[config.mk]
export PLATFORM = sky130hd
export DESIGN_NAME = led_serializer_mc
export DESIGN_NICKNAME = d
export VERILOG_FILES = /design/src/rtl/led_ser_pkg.sv /design/src/rtl/led_serializer_mc_shifter.sv /design/src/rtl/led_serializer_mc.sv
export SDC_FILE = /design/constraint.sdc
export NUM_CORES = 1
export LEC_CHECK = 0
export ABC_AREA = 1
export BUFFER_PORTS_ARGS = -buffer_cell sky130_fd_sc_hd__buf_2
export CORE_MARGIN = 2
export CORE_UTILIZATION = 50
export DETAILED_ROUTE_END_ITERATION = 12
export GPL_TIMING_DRIVEN = 0
export PLACE_DENSITY_LB_ADDON = 0.12
export SLEW_MARGIN = 20
export SYNTH_ARGS = -nofsm -noshare
export SYNTH_HDL_FRONTEND = slang
export SYNTH_SLANG_ARGS = --single-unit
[constraint.sdc]
create_clock -name clk50 -period 1.9 [get_ports clk50]
set_input_delay 0.19 -clock clk50 [delete_from_list [all_inputs] [get_ports clk50]]
set_output_delay 0.19 -clock clk50 [all_outputs]
set_load 0.02 [all_outputs]
[src/rtl/led_ser_pkg.sv]
// Shared types, timing presets and helpers for the multi-strand
// WS281x serializer.
package led_ser_pkg;

  typedef enum logic [1:0] {
    IDLE,
    FETCH0,
    BIT,
    LATCH
  } stateT;

  localparam int T0H_100    = 35;
  localparam int T1H_100    = 70;
  localparam int TBIT_100   = 125;
  localparam int TLATCH_100 = 5000;

  localparam int T0H_50     = 18;
  localparam int T1H_50     = 35;
  localparam int TBIT_50    = 63;
  localparam int TLATCH_50  = 2500;

  function automatic int highCycles(
    input logic b,
    input int   t0h,
    input int   t1h
  );
    return b ? t1h : t0h;
  endfunction

endpackage

[src/rtl/led_serializer_mc_shifter.sv]
// Per-strand pixel holder: current word being shifted out plus
// one prefetched word waiting behind it.
module led_bit_shifter
  import led_ser_pkg::*;
#(
  parameter int BPL = 24
) (
  input  logic           clk50,
  input  logic           rst,
  input  logic           msbFirst,
  input  logic           loadCur,
  input  logic           loadPre,
  input  logic           take,
  input  logic           advance,
  input  logic [BPL-1:0] data,
  output logic           curBit
);

  logic [BPL-1:0] curWord;
  logic [BPL-1:0] preWord;

  always_ff @(posedge clk50) begin
    if (rst) begin
      curWord <= '0;
      preWord <= '0;
    end else begin
      if (loadCur)
        curWord <= data;
      else if (take)
        curWord <= preWord;
      else if (advance)
        curWord <= msbFirst ? (curWord << 1)
                            : (curWord >> 1);
      if (loadPre)
        preWord <= data;
    end
  end

  assign curBit = msbFirst ? curWord[BPL-1]
                           : curWord[0];

endmodule

[src/rtl/led_serializer_mc.sv]
// N_CH-strand WS281x serializer with req/ack pixel fetch and
// one-deep prefetch; strands run in lock-step.
module led_serializer_mc
  import led_ser_pkg::*;
#(
  parameter int N_CH      = 2,
  parameter int NUM_LEDS  = 120,
  parameter int BPL       = 24,
  parameter int MSB_FIRST = 1,
  parameter int T0H       = T0H_100,
  parameter int T1H       = T1H_100,
  parameter int TBIT      = TBIT_100,
  parameter int TLATCH    = TLATCH_100,
  parameter int CW        = 16
) (
  input  logic                 clk50,
  input  logic                 rst,
  input  logic                 start,
  input  logic                 repeat_en,
  output logic                 pix_req,
  output logic [15:0]          pix_addr,
  input  logic                 pix_ack,
  input  logic [N_CH*BPL-1:0]  pix_data,
  output logic [N_CH-1:0]      o,
  output logic                 busy,
  output logic                 done,
  output logic                 underrun
);

  localparam int BW = $clog2(BPL);
  localparam logic [BW-1:0] LAST_BIT  = BW'(BPL-1);
  localparam logic [15:0]   LAST_LED  = 16'(NUM_LEDS-1);
  localparam logic [CW-1:0] CYC_END   = CW'(TBIT-1);
  localparam logic [CW-1:0] LATCH_END = CW'(TLATCH);

  stateT           state, stateN;
  logic [CW-1:0]   cyc, cycN;
  logic [BW-1:0]   bitCnt, bitCntN;
  logic [15:0]     curLed, curLedN;
  logic [15:0]     addrN;
  logic            reqN;
  logic            preFull, preFullN;
  logic            underrunN;
  logic            loadCur, loadPre, take, advance;
  logic            ackOk, bitEnd, ledEnd;
  logic [N_CH-1:0] curBits;

  assign ackOk  = pix_req & pix_ack;
  assign bitEnd = (cyc == CYC_END);
  assign ledEnd = bitEnd && (bitCnt == LAST_BIT);

  always_comb begin
    stateN    = state;
    cycN      = cyc;
    bitCntN   = bitCnt;
    curLedN   = curLed;
    addrN     = pix_addr;
    reqN      = pix_req;
    preFullN  = preFull;
    underrunN = underrun;
    loadCur   = 1'b0;
    loadPre   = 1'b0;
    take      = 1'b0;
    advance   = 1'b0;
    unique case (state)
      IDLE: begin
        if (start) begin
          stateN    = FETCH0;
          addrN     = '0;
          reqN      = 1'b1;
          underrunN = 1'b0;
        end
      end
      FETCH0: begin
        if (ackOk) begin
          loadCur  = 1'b1;
          stateN   = BIT;
          cycN     = '0;
          bitCntN  = '0;
          curLedN  = '0;
          preFullN = 1'b0;
          reqN     = (NUM_LEDS > 1);
          if (NUM_LEDS > 1)
            addrN = 16'd1;
        end
      end
      BIT: begin
        if (ackOk && !ledEnd) begin
          loadPre  = 1'b1;
          preFullN = 1'b1;
          reqN     = 1'b0;
        end
        if (!bitEnd) begin
          cycN = cyc + 1'b1;
        end else if (bitCnt != LAST_BIT) begin
          cycN    = '0;
          bitCntN = bitCnt + 1'b1;
          advance = 1'b1;
        end else if (curLed == LAST_LED) begin
          stateN = LATCH;
          cycN   = '0;
        end else if (preFull || ackOk) begin
          // a late ack goes straight into the shifter
          take     = preFull;
          loadCur  = !preFull;
          preFullN = 1'b0;
          cycN     = '0;
          bitCntN  = '0;
          curLedN  = curLed + 16'd1;
          reqN     = (pix_addr < LAST_LED);
          if (pix_addr < LAST_LED)
            addrN = pix_addr + 16'd1;
        end else begin
          underrunN = 1'b1;
        end
      end
      LATCH: begin
        if (cyc != LATCH_END) begin
          cycN = cyc + 1'b1;
        end else if (repeat_en) begin
          stateN = FETCH0;
          cycN   = '0;
          addrN  = '0;
          reqN   = 1'b1;
        end else begin
          stateN = IDLE;
          cycN   = '0;
        end
      end
      default: stateN = IDLE;
    endcase
  end

  always_ff @(posedge clk50) begin
    if (rst) begin
      state    <= IDLE;
      cyc      <= '0;
      bitCnt   <= '0;
      curLed   <= '0;
      pix_addr <= '0;
      pix_req  <= 1'b0;
      preFull  <= 1'b0;
      underrun <= 1'b0;
    end else begin
      state    <= stateN;
      cyc      <= cycN;
      bitCnt   <= bitCntN;
      curLed   <= curLedN;
      pix_addr <= addrN;
      pix_req  <= reqN;
      preFull  <= preFullN;
      underrun <= underrunN;
    end
  end

  assign busy = (state != IDLE);
  assign done = (state == LATCH) && (cyc == LATCH_END);

  for (genvar c = 0; c < N_CH; c++) begin : gCh
    led_bit_shifter #(
      .BPL(BPL)
    ) uShift (
      .clk50   (clk50),
      .rst     (rst),
      .msbFirst(MSB_FIRST != 0),
      .loadCur (loadCur),
      .loadPre (loadPre),
      .take    (take),
      .advance (advance),
      .data    (pix_data[c*BPL +: BPL]),
      .curBit  (curBits[c])
    );
    assign o[c] = (state == BIT) &&
      (cyc < CW'(highCycles(curBits[c], T0H, T1H)));
  end

endmodule

## Word level (Yosys, flattened, before mapping)

Cells that the tools add are included.

| word-level totals | value |
|---|---|
| register bits after elaboration | 154 |
| bits of input ports | 53 |
| logic and storage cells | 148 |

| cells by class | value |
|---|---|
| add/sub/neg operators | 4 |
| order comparisons | 3 |
| equal/unequal tests | 23 |
| muxes and demuxes | 83 |
| bitwise logic cells | 1 |
| reductions and logical operators | 22 |

Operator list:

| operator | count |
|---|---|
| $mux 16 | 19 |
| $mux 24 | 6 |
| $pmux 16 s4 | 1 |
| $add 16x1->16 const B | 3 |
| $pmux 16 s3 | 1 |
| $mux 1 | 36 |
| $eq 16x7->1 const B | 2 |
| $lt 16x7->1 | 2 |
| $pmux 16 s2 | 1 |
| $mux 5 | 5 |
| $ne 2x2->1 const B | 11 |
| $reduce_and 6->1 | 3 |
| $eq 16x13->1 const B | 1 |
| $lt 16x7->1 const B | 1 |
| $ne 16x13->1 const B | 1 |
| $mux 7 | 2 |
| $mux 2 | 6 |
| $ne 5x5->1 const B | 2 |
| $pmux 5 s2 | 1 |
| $reduce_and 9->1 | 1 |
| $pmux 2 s4 | 1 |
| $ne 3x3->1 const B | 2 |
| $pmux 1 s2 | 3 |
| $reduce_bool 2->1 | 3 |
| other kinds (15) | 22 |

## Depth between registers and ports, before layout

| depth | value |
|---|---|
| depth in word-level cells | 10 |
| mapped depth | 15 |

## By module

From an unflattened synthesis, not the netlist that was laid out.

| second synthesis, totals | value |
|---|---|
| cells, all modules | 1481 |
| area, all modules | 9210.1 um^2 |

By module, submodules not included:

| module | instances | cells an instance | area an instance (um^2) |
|---|---|---|---|
| led_bit_shifter | 2 | 414 | 2585.0 |
| led_serializer_mc | 1 | 653 | 4040.1 |

## Worst setup path before layout

No wires, ideal clock.

| timing | value |
|---|---|
| path type | register to register |
| from | register state[0] |
| to | register pix_addr[1] |
| library setup time | 0.128 ns |
| arrival | 1.891 ns |
| slack | -0.118 ns |
| cell stages (with the launch flop) | 14 |
| buffers on the path | 1 |
| path through | dfxtp_1 inv_1 ha_1 inv_1 nor2_1 inv_1 nand2_1 nor2_1 nand2_1 nor2_1 nand2_1 buf_2 o21ai_0 nor2_1 |

| between the ends | value |
|---|---|
| word-level cells in the longest chain between the ends | 3 |
| elaborated cells between the ends (all ways) | 15 |

Ends and longest elaborated chain:

| item | RTL line | source |
|---|---|---|
| start, declared | led_serializer_mc.sv:36 | `stateT state, stateN;` |
| start signal, assigned | led_serializer_mc.sv:145 | `state <= stateN;` |
| $eq 2x2->1, or another cell as far along | led_serializer_mc.sv:65 | `unique case (state)` |
| $ne 2x2->1 (no line) | -- |  |
| $reduce_and 9->1 (no line) | -- |  |
| end signal, assigned | led_serializer_mc.sv:149 | `pix_addr <= addrN;` |
| end, declared | led_serializer_mc.sv:21 | `output logic [15:0] pix_addr,` |

Several ways; a longest one is shown, not always the timed one.
A chain may end at the register's enable or synchronous reset.

## Worst setup path after layout

| timing | value |
|---|---|
| from | register cyc[1] |
| to | register gCh[0].uShift.curWord[10] |

| between the ends | value |
|---|---|
| word-level cells in the longest chain between the ends | 5 |
| elaborated cells between the ends (all ways) | 10 |

Ends and longest elaborated chain:

| item | RTL line | source |
|---|---|---|
| start, declared | led_serializer_mc.sv:37 | `logic [CW-1:0] cyc, cycN;` |
| start signal, assigned | led_serializer_mc.sv:146 | `cyc <= cycN;` |
| $eq 16x7->1 * | led_serializer_mc.sv:49 | `assign bitEnd = (cyc == CYC_END);` |
| $mux 1 | led_serializer_mc.sv:93 | `if (!bitEnd) begin` |
| $mux 1 | led_serializer_mc.sv:65 |  |
| $mux 24 | led_serializer_mc_shifter.sv:29 | `else if (take)` |
| $mux 24 | led_serializer_mc_shifter.sv:27 | `if (loadCur)` |
| end signal, assigned | led_serializer_mc_shifter.sv:28 | `curWord <= data;` |
| end signal, assigned | led_serializer_mc_shifter.sv:30 | `curWord <= preWord;` |
| end signal, assigned | led_serializer_mc_shifter.sv:32 | `curWord <= msbFirst ? (curWord << 1)` |
| end, declared | led_serializer_mc_shifter.sv:19 | `logic [BPL-1:0] curWord;` |

Every way passes the cells marked *; elsewhere a longest branch is shown, timed or not.

==> flow_summary.json <==
{
  "n_antenna_cell": 0,
  "layout_commonest_cell": "nand2_1",
  "cts_tree": "done",
  "combPwrFrac_pct": 37.1,
  "ys_types": 36,
  "run_status": "complete, but fails checks",
  "clk_pin_slew_worst_paths_ns": 0.06,
  "row_count": 48,
  "routed_wl_um": 29200,
  "die-area_um2": 18700,
  "path_max_fanout": 6,
  "crit_arrival_ns": 2.50,
  "grt_start_max_net_pins": 17,
  "fin_nets": 1621,
  "fin_crit_sh_pct": 112,
  "grt_util_met2_pct": 44.6,
  "clock-sinks": 154,
  "overflow": 0,
  "die_height_um": 137,
  "p_total_mw": 11.0,
  "ant_nets": 0,
  "vdd.ir_drop.worst_mv": 0.676,
  "grt.busiest_layer": "met2",
  "min_delay_path_depth": 3,
  "seq_area_frac_synth_pct": 35.0,
  "core_um2": 17300,
  "reg2reg_slack_ns": -0.23,
  "clock-root-buffer": "clkbuf_16",
  "yosys.area.top_type": "dfxtp_1",
  "clock_latency_ns": 0.43,
  "grt.total_usage_pct": 28.5,
  "dp_hpwl_um": 18000,
  "syn_area_um2": 8820,
  "synth_edf_count": 0,
  "max_slew_margin_pct": 45.4,
  "finalCriticalPeriod_ns": 2.13,
  "die_w_um": 137,
  "final_cell_mix": "nand2_1, nor2_1, dfxtp_1",
  "failed_checks": "negative setup slack",
  "p_int_mw": 6.94,
  "antenna_found_initial": 0,
  "synth_nets": 1461,
  "hp-class": "primary input to flip-flop",
  "design_area_um2": 12000,
  "skew_ns": 0.00764,
  "drt_pass1_iterations": 5,
  "routedWlPerCell_um": 16.3,
  "startpoint_type": "flip-flop",
  "power_density_nw_per_um2": 916,
  "fmax_mhz": 470,
  "cts.htree.levels": 4,
  "seqPwrFrac_pct": 32.9,
  "hold_viol_final": 0,
  "clockPowerShare_pct": 30.0,
  "initial_core_util_pct": 51.0,
  "clockBufferDepth": 2,
  "critPathKind": "flip-flop to flip-flop",
  "via_per_inst": 5.60,
  "synthArstFlopShare_pct": 0,
  "drtIter0Drc": 792,
  "drv_slew": 0,
  "synthTopCellsByArea": "dfxtp_1, nand2_1, nor2_1",
  "io_buffers": 73,
  "drive_gt1_share_pct": 29.9,
  "fin_hold_ws_ns": 0.0398,
  "rsz0062_at_grt": "true",
  "synth_top_area_share_pct": 35.0,
  "fillCellCount": 1431,
  "worstRegToRegCells": 14,
  "area_delta_synth_final_pct": 36.0,
  "grt_pass1_wl_um": 42300,
  "gr-usage-met1_pct": 38.8,
  "synth_flop_cell": "dfxtp_1",
  "required_ns": 2.27,
  "tightest_slew_ns": 0.820,
  "cts_made_buffers": 17,
  "switchingPower_mw": 4.05,
  "final_util_pct": 69.3,
  "placed_cell_area_um2": 9470,
  "synthCells": 1392,
  "switching_share_pct": 36.9,
  "ys_ff_latch": 154,
  "cp-end-kind": "flip-flop",
  "finalSetupViolCount": 79,
  "drv_cap": 0,
  "met3_usage_pct": 5.67,
  "ios": 75,
  "vias": 10000,
  "fin_ws_ns": -0.229,
  "gp_congestion": 0.876,
  "grt_pass1_vias": 8521,
  "power_leakage_nw": 5.28,
  "drcViolationCount": 0,
  "ys_warn_count": 0,
  "avgSynthCellArea_um2": 6.34
}
worst paths after layout:
kind,startpoint,to
worst max register to register,cyc[1],gCh[0].uShift.curWord[10]
worst max-delay path,cyc[1],gCh[0].uShift.curWord[10]
worst min-delay path,pix_data[7],gCh[0].uShift.preWord[7]
worst min register to register,gCh[1].uShift.preWord[0],gCh[1].uShift.preWord[0]
power by group through the flow:
| stage | Clock (mW) | Sequential [mW] | Combinational, mW |
|---|---|---|---|
| final | 3.30 | 3.61 | 4.07 |
| after global routing | 3.44 | 3.64 | 4.35 |
| after CTS | 3.30 | 3.60 | 2.78 |
| after detailed placement | 0 | 3.64 | 2.44 |
| after global placement | 0 | 3.64 | 2.44 |
| after floorplan | 0 | 3.64 | 1.67 |
critical path, stage by stage (launching register included):
cell and delay (ns):
dfxtp_2 0.35, inv_2 0.08, ha_4 0.15, nand2_2 0.06, nor2_4 0.16, nand2_4 0.10, nor2_1 0.12, nand3_1 0.09
nand2_2 0.16, nand2_4 0.13, clkbuf_16 0.20, clkbuf_16 0.15, nand3b_1 0.10, nand2_1 0.08, nor2_1 0.12
logic make-up (layout without fill, tap and decap cells):
kind of cell	Yosys count	count (layout)	synth area share, %
AOI/OAI and AO/OA	130	130	7.73
xor gates and xnor gates	12	12	1.19
adders and majority gates	16	16	2.27
buffers and inverters	191	364	9.38
DFF	154	154	35.0
and+or+nand+nor	889	889	44.5
routing by layer:
layer	wire length, µm	share of wire, %
met1	12600	43
met2	14000	48
met3	1840	6.3
met4	783	2.7
met5	0	0
area by class of cell:
class	instances	area, µm²	share of cell area, %
multi-input combinational	1047	5730	47.8
sequential	154	3160	26.4
timing repair buffer	143	1140	9.49
buffer	84	699	5.83
clock buffer	20	457	3.81
inverter	105	428	3.57
tap	225	282	2.35
clock inverter	12	100	0.835
through the flow:
step	worst slack, ns	std cells	setup TNS (ns)
6_report	-0.229	1790	-10.47
2_1_floorplan	-0.00611	1392	-0.122
3_3_place_gp	-0.639	1690	-58.37
4_1_cts	-0.196	1746	-5.56
3_5_place_dp	-0.623	1690	-58.63
5_1_grt	-0.304	1790	-18.35
synth_stat cells (all sizes together), types with 3 or more instances:
cell type and count:
nand4 52, nand3b 47, nor3 33, nand2 421, clkbuf 44, nand3 128, dfxtp 154, a21oi 87
nor2 194, ha 16, a31oi 3, nor4 7, buf 42, inv 103, xor2 10, o21ai 32
nor3b 4
registers in the layout (all words and copies together) (netlist names):
register / flops
gCh.uShift.curWord: 48
gCh.uShift.preWord: 48
curLed: 16
cyc: 16
pix_addr: 16
bitCnt: 5
state: 2
pix_req: 1
preFull: 1
underrun: 1
repair_timing:
item | CTS | global route
resized for setup | 140 | 286
setup endpoints to repair | 152 | 148
hold buffers | 0 | 0
setup buffers | 23 | 38
gates cloned | 1 | 12
pin swaps | 23 | 115
No activity file was read; power rests on OpenSTA's default activity.
